`config.mk`:
```
export PLATFORM = sky130hd
export DESIGN_NAME = bit_serial_subtractor
export DESIGN_NICKNAME = d
export VERILOG_FILES = /design/src/rtl/sub_pkg.sv /design/src/rtl/full_subtractor.sv /design/src/rtl/bit_serial_subtractor.sv
export SDC_FILE = /design/constraint.sdc
export NUM_CORES = 1
export LEC_CHECK = 0
export ABC_AREA = 1
export ABC_CLOCK_PERIOD_IN_PS = 1600
export CAP_MARGIN = 15
export CORE_MARGIN = 2
export CORE_UTILIZATION = 29
export DETAILED_ROUTE_END_ITERATION = 10
export GPL_TIMING_DRIVEN = 0
export PLACE_DENSITY = 0.46
export SLEW_MARGIN = 20
export SYNTH_ARGS = -nofsm -noshare
export SYNTH_HDL_FRONTEND = slang
export SYNTH_SLANG_ARGS = --single-unit
```
`constraint.sdc`:
```
create_clock -name clk -period 1.6 [get_ports clk]
set_input_delay 0.16 -clock clk [delete_from_list [all_inputs] [get_ports clk]]
set_output_delay 0.16 -clock clk [all_outputs]
set_load 0.01 [all_outputs]
```
`src/rtl/sub_pkg.sv`:
```
// ============================================================================
// Module   : sub_pkg
// Brief    : Shared state encoding and default width for the serial subtractor.
// Revision : 1.0
// ============================================================================
`timescale 1ns/1ps
`default_nettype none

package sub_pkg;

    localparam int SUB_DEF_WIDTH = 8;

    typedef enum logic [1:0] {
        ST_IDLE  = 2'd0,
        ST_SHIFT = 2'd1,
        ST_DONE  = 2'd2
    } state_t;

endpackage

`default_nettype wire

```
`src/rtl/full_subtractor.sv`:
```
// ============================================================================
// Module   : full_subtractor
// Brief    : Single-bit combinational full subtractor (a - b - b_in).
// Revision : 1.0
// ============================================================================
`timescale 1ns/1ps
`default_nettype none

module full_subtractor (
    input  logic a,
    input  logic b,
    input  logic b_in,
    output logic diff,
    output logic b_out
);

    assign diff  = a ^ b ^ b_in;
    assign b_out = (~a & b) | (~(a ^ b) & b_in);

endmodule

`default_nettype wire

```
`src/rtl/bit_serial_subtractor.sv`:
```
// ============================================================================
// Module   : bit_serial_subtractor
// Brief    : LSB-first serial a - b - borrow_in with start/busy/done framing.
//            Define SERIAL_SUB_OVF_EN to add the signed-overflow output ovf.
// Revision : 1.0
// ============================================================================
`timescale 1ns/1ps
`default_nettype none

module bit_serial_subtractor
    import sub_pkg::*;
#(
    parameter int WIDTH = SUB_DEF_WIDTH
) (
    input  logic             clk,
    input  logic             rst,
    input  logic             start,
    input  logic [WIDTH-1:0] a,
    input  logic [WIDTH-1:0] b,
    input  logic             borrow_in,
    output logic             busy,
    output logic             done,
    output logic [WIDTH-1:0] diff,
    output logic             borrow_out
`ifdef SERIAL_SUB_OVF_EN
    ,
    output logic             ovf
`endif
);

    localparam int            CW     = (WIDTH > 1) ? $clog2(WIDTH) : 1;
    localparam logic [CW-1:0] C_LAST = CW'(WIDTH - 1);

    state_t           state_q, state_d;
    logic [WIDTH-1:0] sa_q, sb_q, diff_q;
    logic [WIDTH-2:0] rs_q;
    logic             bf_q, bout_q;
    logic [CW-1:0]    cnt_q;
    logic             w_d, w_bo, w_last;
    logic [WIDTH-1:0] w_rs_next;

    full_subtractor u_cell (
        .a    (sa_q[0]),
        .b    (sb_q[0]),
        .b_in (bf_q),
        .diff (w_d),
        .b_out(w_bo)
    );

    // Only WIDTH-1 result bits are stored; the final bit joins them on the last step.
    assign w_rs_next = {w_d, rs_q};
    assign w_last    = (cnt_q == C_LAST);

    always_comb begin
        state_d = state_q;
        busy    = 1'b0;
        done    = 1'b0;
        case (state_q)
            ST_IDLE:  if (start) state_d = ST_SHIFT;
            ST_SHIFT: begin
                busy = 1'b1;
                if (w_last) state_d = ST_DONE;
            end
            ST_DONE:  begin
                done    = 1'b1;
                state_d = ST_IDLE;
            end
            default:  state_d = ST_IDLE;
        endcase
    end

    always_ff @(posedge clk) begin
        if (rst) begin
            state_q <= ST_IDLE;
            sa_q    <= '0;
            sb_q    <= '0;
            rs_q    <= '0;
            diff_q  <= '0;
            bf_q    <= 1'b0;
            bout_q  <= 1'b0;
            cnt_q   <= '0;
        end else begin
            state_q <= state_d;
            if (state_q == ST_IDLE && start) begin
                sa_q  <= a;
                sb_q  <= b;
                bf_q  <= borrow_in;
                cnt_q <= '0;
            end else if (state_q == ST_SHIFT) begin
                sa_q  <= sa_q >> 1;
                sb_q  <= sb_q >> 1;
                rs_q  <= w_rs_next[WIDTH-1:1];
                bf_q  <= w_bo;
                cnt_q <= cnt_q + CW'(1);
                if (w_last) begin
                    diff_q <= w_rs_next;
                    bout_q <= w_bo;
                end
            end
        end
    end

`ifdef SERIAL_SUB_OVF_EN
    logic ovf_q;

    // On the MSB step bf_q is the borrow into the MSB, w_bo the borrow out of it.
    always_ff @(posedge clk) begin
        if (rst) begin
            ovf_q <= 1'b0;
        end else if (state_q == ST_SHIFT && w_last) begin
            ovf_q <= bf_q ^ w_bo;
        end
    end

    assign ovf = ovf_q;
`endif

    assign diff       = diff_q;
    assign borrow_out = bout_q;

endmodule

`default_nettype wire
```
==> impl_metrics.tcl, run 1 <==
set metrics [dict create \
    io_buffer_count 28 \
    combinational_power_share 0.145 \
    vias_per_cell 4.37 \
    post-route-drc-count 0 \
    max_slew.worst_pin.slew_ns 0.395 \
    share_of_layout_cells_above_drive_strength_1 0.189 \
    syn_area_per_cell_um2 7.44 \
    max_cap_violations 0 \
    number_of_global_route_vias_before_repair 1460 \
    synth.ff_latch_count 38 \
    area.growth.synth_to_final_pct 28.2 \
    drtPass1Iterations 4 \
    dpl.hpwl_mm 2.70 \
    timing_worst_setup_path_type "flop to output pin" \
    wire_length_of_the_first_global_routing_pass_mm 6.73 \
    routabilityCongestion 0.697 \
    path_clk_slew_ns 0.08 \
    numPlacedInstances 342 \
    layout_worst_path_cycle_share 0.948 \
    timing.critical_path.from "state_q[1]$_SDFFE_PP0P_" \
    finalHoldWorstSlack_ns 0.193 \
    wire_per_inst_um 10.8 \
    cts_sinks 38 \
    power_frac_seq 0.470 \
    setup_viol 0 \
    most_frequently_used_flop_master_after_synthesis "dfxtp_1" \
    h-tree-depth 2 \
    final-instance-count-excl-fill 350 \
    holdPathStages 2 \
    critical_path_peak_fanout 10 \
    core_area_um2 5920 \
    setup.worst_path.end "done" \
    vdd_drop_max_uv 423 \
    timing_max_transition_violations_final 0 \
    total_number_of_vias 1531 \
    run_status "finished, final reports clean" \
    finalHoldViolCount 0 \
    area_contributors_post_synth "dfxtp_1 (43%), nand2_1 (12%), nand3_1 (9.3%)" \
    static_leak_nw 1.03 \
    timing.critical_path.to_type "output pin" \
    grt_util_all_layers 0.129 \
    ant_nets 0 \
    antenna-diode-count 0 \
    die-width_um 82.3 \
    async_reset_ff_frac 0 \
    rsz_0062_raised_after_global_routing "false" \
    initial_core_util 0.300 \
    timing.critical_path.arrival_ns 1.36 \
    synth_seq_area_share 0.428 \
    synth_top_cells_by_count "nand2_1 (56), dfxtp_1 (38), nand3_1 (33), nor2_1 (24), inv_1 (21)" \
    synth_area_leader_cell "dfxtp_1" \
    timing.rr.end "diff[4]$_SDFFE_PP0P_" \
    drtIter0Drc 38 \
    die_h_um 82.3 \
    p_switching_mw 0.544 \
    clock_skew_ns 0.00773 \
    power_switching_share 0.249 \
    worst_skew_pair.late_latency_ns 0.29 \
    synth-edff-count 0 \
    yosys.area.top_type_share 0.428 \
    post_synth_inst_count 239 \
    cp-start-kind "flop" \
    final.setup.tns_ns 0 \
    ctsRootBufferMaster "clkbuf_8" \
    clock_buffers_created_by_tritoncts 5 \
    crit_required_ns 1.44 \
    global_route.overflow_total 0 \
    post-synth-top-count-cell "nand2_1" \
    slew-limit-headroom 0.737 \
    ios 31 \
    design.final.nets 298 \
    antenna_found_initial 0 \
    r2r-start "cnt_q[0]$_SDFFE_PP0P_" \
    fmax_mhz 659 \
    internal-power_mw 1.64 \
    r2r_slack_ns 0.32 \
    pwr-share-clk 0.384 \
    maximum_number_of_pins_on_one_net_before_global_route_repair 12 \
    mappedNetlistNets 262 \
    synth.lib_cells_used.distinct 21 \
    synth.yosys.warnings 0 \
    post_synth_instance_area_um2 1780 \
    reg2reg_depth 8 \
    design.die.area_um2 6770 \
    cts_tree "built" \
    power_mw 2.18 \
    fillCellCount 664 \
    final_worst_path_period_need_ns 1.52 \
    power.density_nw_per_um2 958 \
    worst_hold_path_type "input port to flop" \
    rows 28 \
    drt-total-wl_mm 3.78 \
    clk_path_buf_depth 2 \
]
[sequential cells by signal, indices dropped and copies added (netlist names)]
name / count
borrow_out: 1
state_q: 2
cnt_q: 3
sa_q: 8
bf_q: 1
diff: 8
rs_q: 7
sb_q: 8
[stage by stage]
step                       util  worst slack (ns)  instance area, µm²
after floorplan               -             0.441                1780
after global placement    0.363          -0.00384                2150
after detailed placement  0.363            0.0188                2150
after CTS                 0.385            0.0579                2280
after global routing      0.385           0.00603                2280
final                     0.385            0.0836                2280
[kinds of logic (layout without fill, tap and decap cells)]
kind of cell,Yosys count,in the layout,share of synthesized area
AND/OR/NAND/NOR,128,128,0.323
buffers and inverters,39,75,0.107
flip-flops,38,38,0.428
AO/OA/AOI/OAI,30,30,0.112
adder cells (fa/ha/maj),3,3,0.0253
XOR/XNOR,1,1,0.00493
[cells in the final DEF (no fill, tap or decap), drive strengths merged]
cell type,count
a21oi,18
buf,13
bufinv,1
clkbuf,7
clkdlybuf4s50,26
dfxtp,38
dlygate4sd2,2
fa,1
ha,2
inv,26
nand2,68
nand3,33
nor2,27
o21ai,12
xor2,1
[final cells by class]
cell class / instances / area, µm² / share of cell area
buffer: 13 / 98.8 / 0.0434
clock buffer: 6 / 82.6 / 0.0362
clock inverter: 1 / 30.0 / 0.0132
inverter: 26 / 97.6 / 0.0428
multi-input combinational: 162 / 827 / 0.363
sequential: 38 / 764 / 0.335
tap: 75 / 93.8 / 0.0412
timing repair buffer: 29 / 285 / 0.125
[power by group through the flow]
stage / sequential (mW) / combinational, mW / clock, mW
after floorplan: 1.04 / 0.222 / 0
after global routing: 1.03 / 0.361 / 0.898
final: 1.03 / 0.317 / 0.840
after global placement: 1.05 / 0.316 / 0
after CTS: 1.03 / 0.322 / 0.866
after detailed placement: 1.05 / 0.317 / 0
[timing repair]
item | CTS | global route
resized for setup | 5 | 1
setup buffers | 1 | 0
endpoints found under the setup margin | 2 | 1
hold buffers | 0 | 0
pin swaps | 1 | 0
[per-layer routing]
metal,GRT usage,routed length (µm),up-vias
met1,0.163,1920,677
met5,0,0,-
met4,0.0500,52,0
met2,0.213,1680,26
met3,0.0293,132,5
li1,-,-,823
[critical path, stage by stage, from the launching register on]
cell and delay (ns):
dfxtp_4 0.37, inv_2 0.13, buf_2 0.23, nor2_1 0.06, dlygate4sd2_1 0.28
[worst min path at each step]
stage,start,end,slack [ns]
CTS,rst,sb_q[4]$_SDFFE_PP0P_,0.19
global route,rst,sb_q[2]$_SDFFE_PP0P_,0.20
finish,rst,sb_q[4]$_SDFFE_PP0P_,0.19
floorplan,a[7],sa_q[7]$_SDFFE_PP0P_,0.30
global placement,rs_q[2]$_SDFFE_PP0P_,diff[2]$_SDFFE_PP0P_,0.45
detailed placement,rs_q[2]$_SDFFE_PP0P_,diff[2]$_SDFFE_PP0P_,0.45
No activity file was read; power rests on OpenSTA's default activity.
==> inputs of run 2 (changes only) <==
Settings changed: ABC_CLOCK_PERIOD_IN_PS 1600 to 1230, PLACE_DENSITY 0.46 to 0.48.
Clock period 1.6 ns to 1.23 ns, I/O delays scaled along.
==> impl_metrics.tcl, run 2 (synthesis gave the netlist of run 1 again) <==
set metrics [dict create \
    postLayoutSetupSlackWorst_ns -0.00369 \
    total_number_of_vias 1590 \
    clock_skew_ns 0.00359 \
    layout.cells.most_common "nand2_1" \
    timing.critical_path.to_type "flop" \
    final-instance-count-excl-fill 365 \
    post-route-drc-count 0 \
    run_status "finished with violations" \
    die_h_um 82.3 \
    worst_skew_pair.late_latency_ns 0.28 \
    antenna_found_initial 0 \
    setup_viol 1 \
    fmax_mhz 811 \
    number_of_global_route_vias_before_repair 1450 \
    crit_required_ns 1.45 \
    max_cap_violations 0 \
    instance_area_after_placement_um2 2150 \
    fillCellCount 644 \
    layout_worst_path_cycle_share 1.00 \
    cts_sinks 38 \
    ant_nets 0 \
    drtPass1Iterations 4 \
    crit_family "adder cells" \
    global_route.overflow_total 0 \
    static_leak_nw 1.15 \
    die-width_um 82.3 \
    vias_per_cell 4.36 \
    dpl.hpwl_mm 2.68 \
    area.growth.synth_to_final_pct 41.1 \
    clock_buffers_created_by_tritoncts 5 \
    routabilityCongestion 0.697 \
    ctsRootBufferMaster "clkbuf_8" \
    slew-limit-headroom 0.750 \
    initial_core_util 0.300 \
    path_clk_slew_ns 0.08 \
    timing.critical_path.arrival_ns 1.45 \
    design.final.nets 312 \
    vdd_drop_max_uv 429 \
    maximum_number_of_pins_on_one_net_before_global_route_repair 13 \
    core_area_um2 5920 \
    final_worst_path_period_need_ns 1.23 \
    power.density_nw_per_um2 1090 \
    cp-start-kind "flop" \
    pre_cts_ws_ns -0.333 \
    r2r_slack_ns -0.004 \
    worst_hold_path_type "input port to flop" \
    timing_worst_setup_path_type "flop to flop" \
    rows 28 \
    critical_path_peak_fanout 2 \
    cts_tree "built" \
    numPlacedInstances 342 \
    h-tree-depth 2 \
    wire_length_of_the_first_global_routing_pass_mm 6.73 \
    crit_path_max_incr_delay_ns 0.61 \
    power_mw 2.74 \
    io_buffer_count 28 \
    clk_path_buf_depth 2 \
    design.die.area_um2 6770 \
    critical-path-slowest-cell "fa_2" \
    drtIter0Drc 44 \
    violations "setup timing" \
    share_of_layout_cells_above_drive_strength_1 0.321 \
    antenna-diode-count 0 \
    cp_cell_sequence "inv_2, fa_2, o21ai_2, a21oi_1" \
    final_cell_mix "nand2_1 (46), dfxtp_1 (33), nand3_1 (32)" \
    rsz_0062_raised_after_global_routing "true" \
    grt_util_all_layers 0.128 \
    wire_per_inst_um 11.0 \
    finalHoldViolCount 0 \
    max_slew.worst_pin.slew_ns 0.375 \
    final_cell_area_um2 2510 \
    util_after_layout 0.424 \
    ios 31 \
    critical_path.n_buffers_inverters 1 \
    drt-total-wl_mm 4.00 \
    timing_max_transition_violations_final 0 \
]
[run 2: area by class of cell]
type	count	area [µm²]	share of cell area
Clock inverter	2	12.5	0.00499
Multi-Input combinational cell	162	913	0.364
Tap cell	75	93.8	0.0374
Clock buffer	6	82.6	0.0329
Inverter	26	108	0.0429
Buffer	12	115	0.0459
Sequential cell	38	769	0.307
Timing Repair Buffer	44	414	0.165
[run 2: worst paths after layout]
path,startpoint,to,cells after the start
setup reg to reg,bf_q$_SDFFE_PP0P_,rs_q[6]$_SDFFE_PP0P_,4
hold reg to reg,rs_q[2]$_SDFFE_PP0P_,diff[2]$_SDFFE_PP0P_,2
setup / recovery,bf_q$_SDFFE_PP0P_,rs_q[6]$_SDFFE_PP0P_,4
hold / removal,rst,sb_q[2]$_SDFFE_PP0P_,2
[run 2: per-layer routing]
metal | track usage | share of wire | wire length [µm]
met5 | 0 | 0 | 0
met4 | 0.0350 | 0.0048 | 19
met3 | 0.0326 | 0.038 | 151
met2 | 0.207 | 0.46 | 1830
met1 | 0.168 | 0.50 | 2000
[run 2: what timing repair did]
item,in CTS,in global routing
endpoints found under the setup margin,25,27
buffers inserted,8,7
cloned,0,1
hold buffers,0,0
pin swaps,3,13
resized for setup,35,37
[run 2: per-stage QoR]
stage                      TNS (ns)  hold WS (ns)
after floorplan                   0         0.266
after global placement        -1.03         0.454
after detailed placement     -0.905         0.457
after CTS                 -0.000712         0.151
after global routing         -0.395         0.159
final                      -0.00369         0.157
[run 2: report_power, final]
group / leakage (nW) / total, mW / internal [mW] / switching, mW
clock network: 0.0472 / 0.900 / 0.451 / 0.450
logic: 0.789 / 0.498 / 0.244 / 0.254
registers: 0.314 / 1.34 / 1.30 / 0.0428
total: 1.15 / 2.74 / 1.99 / 0.747
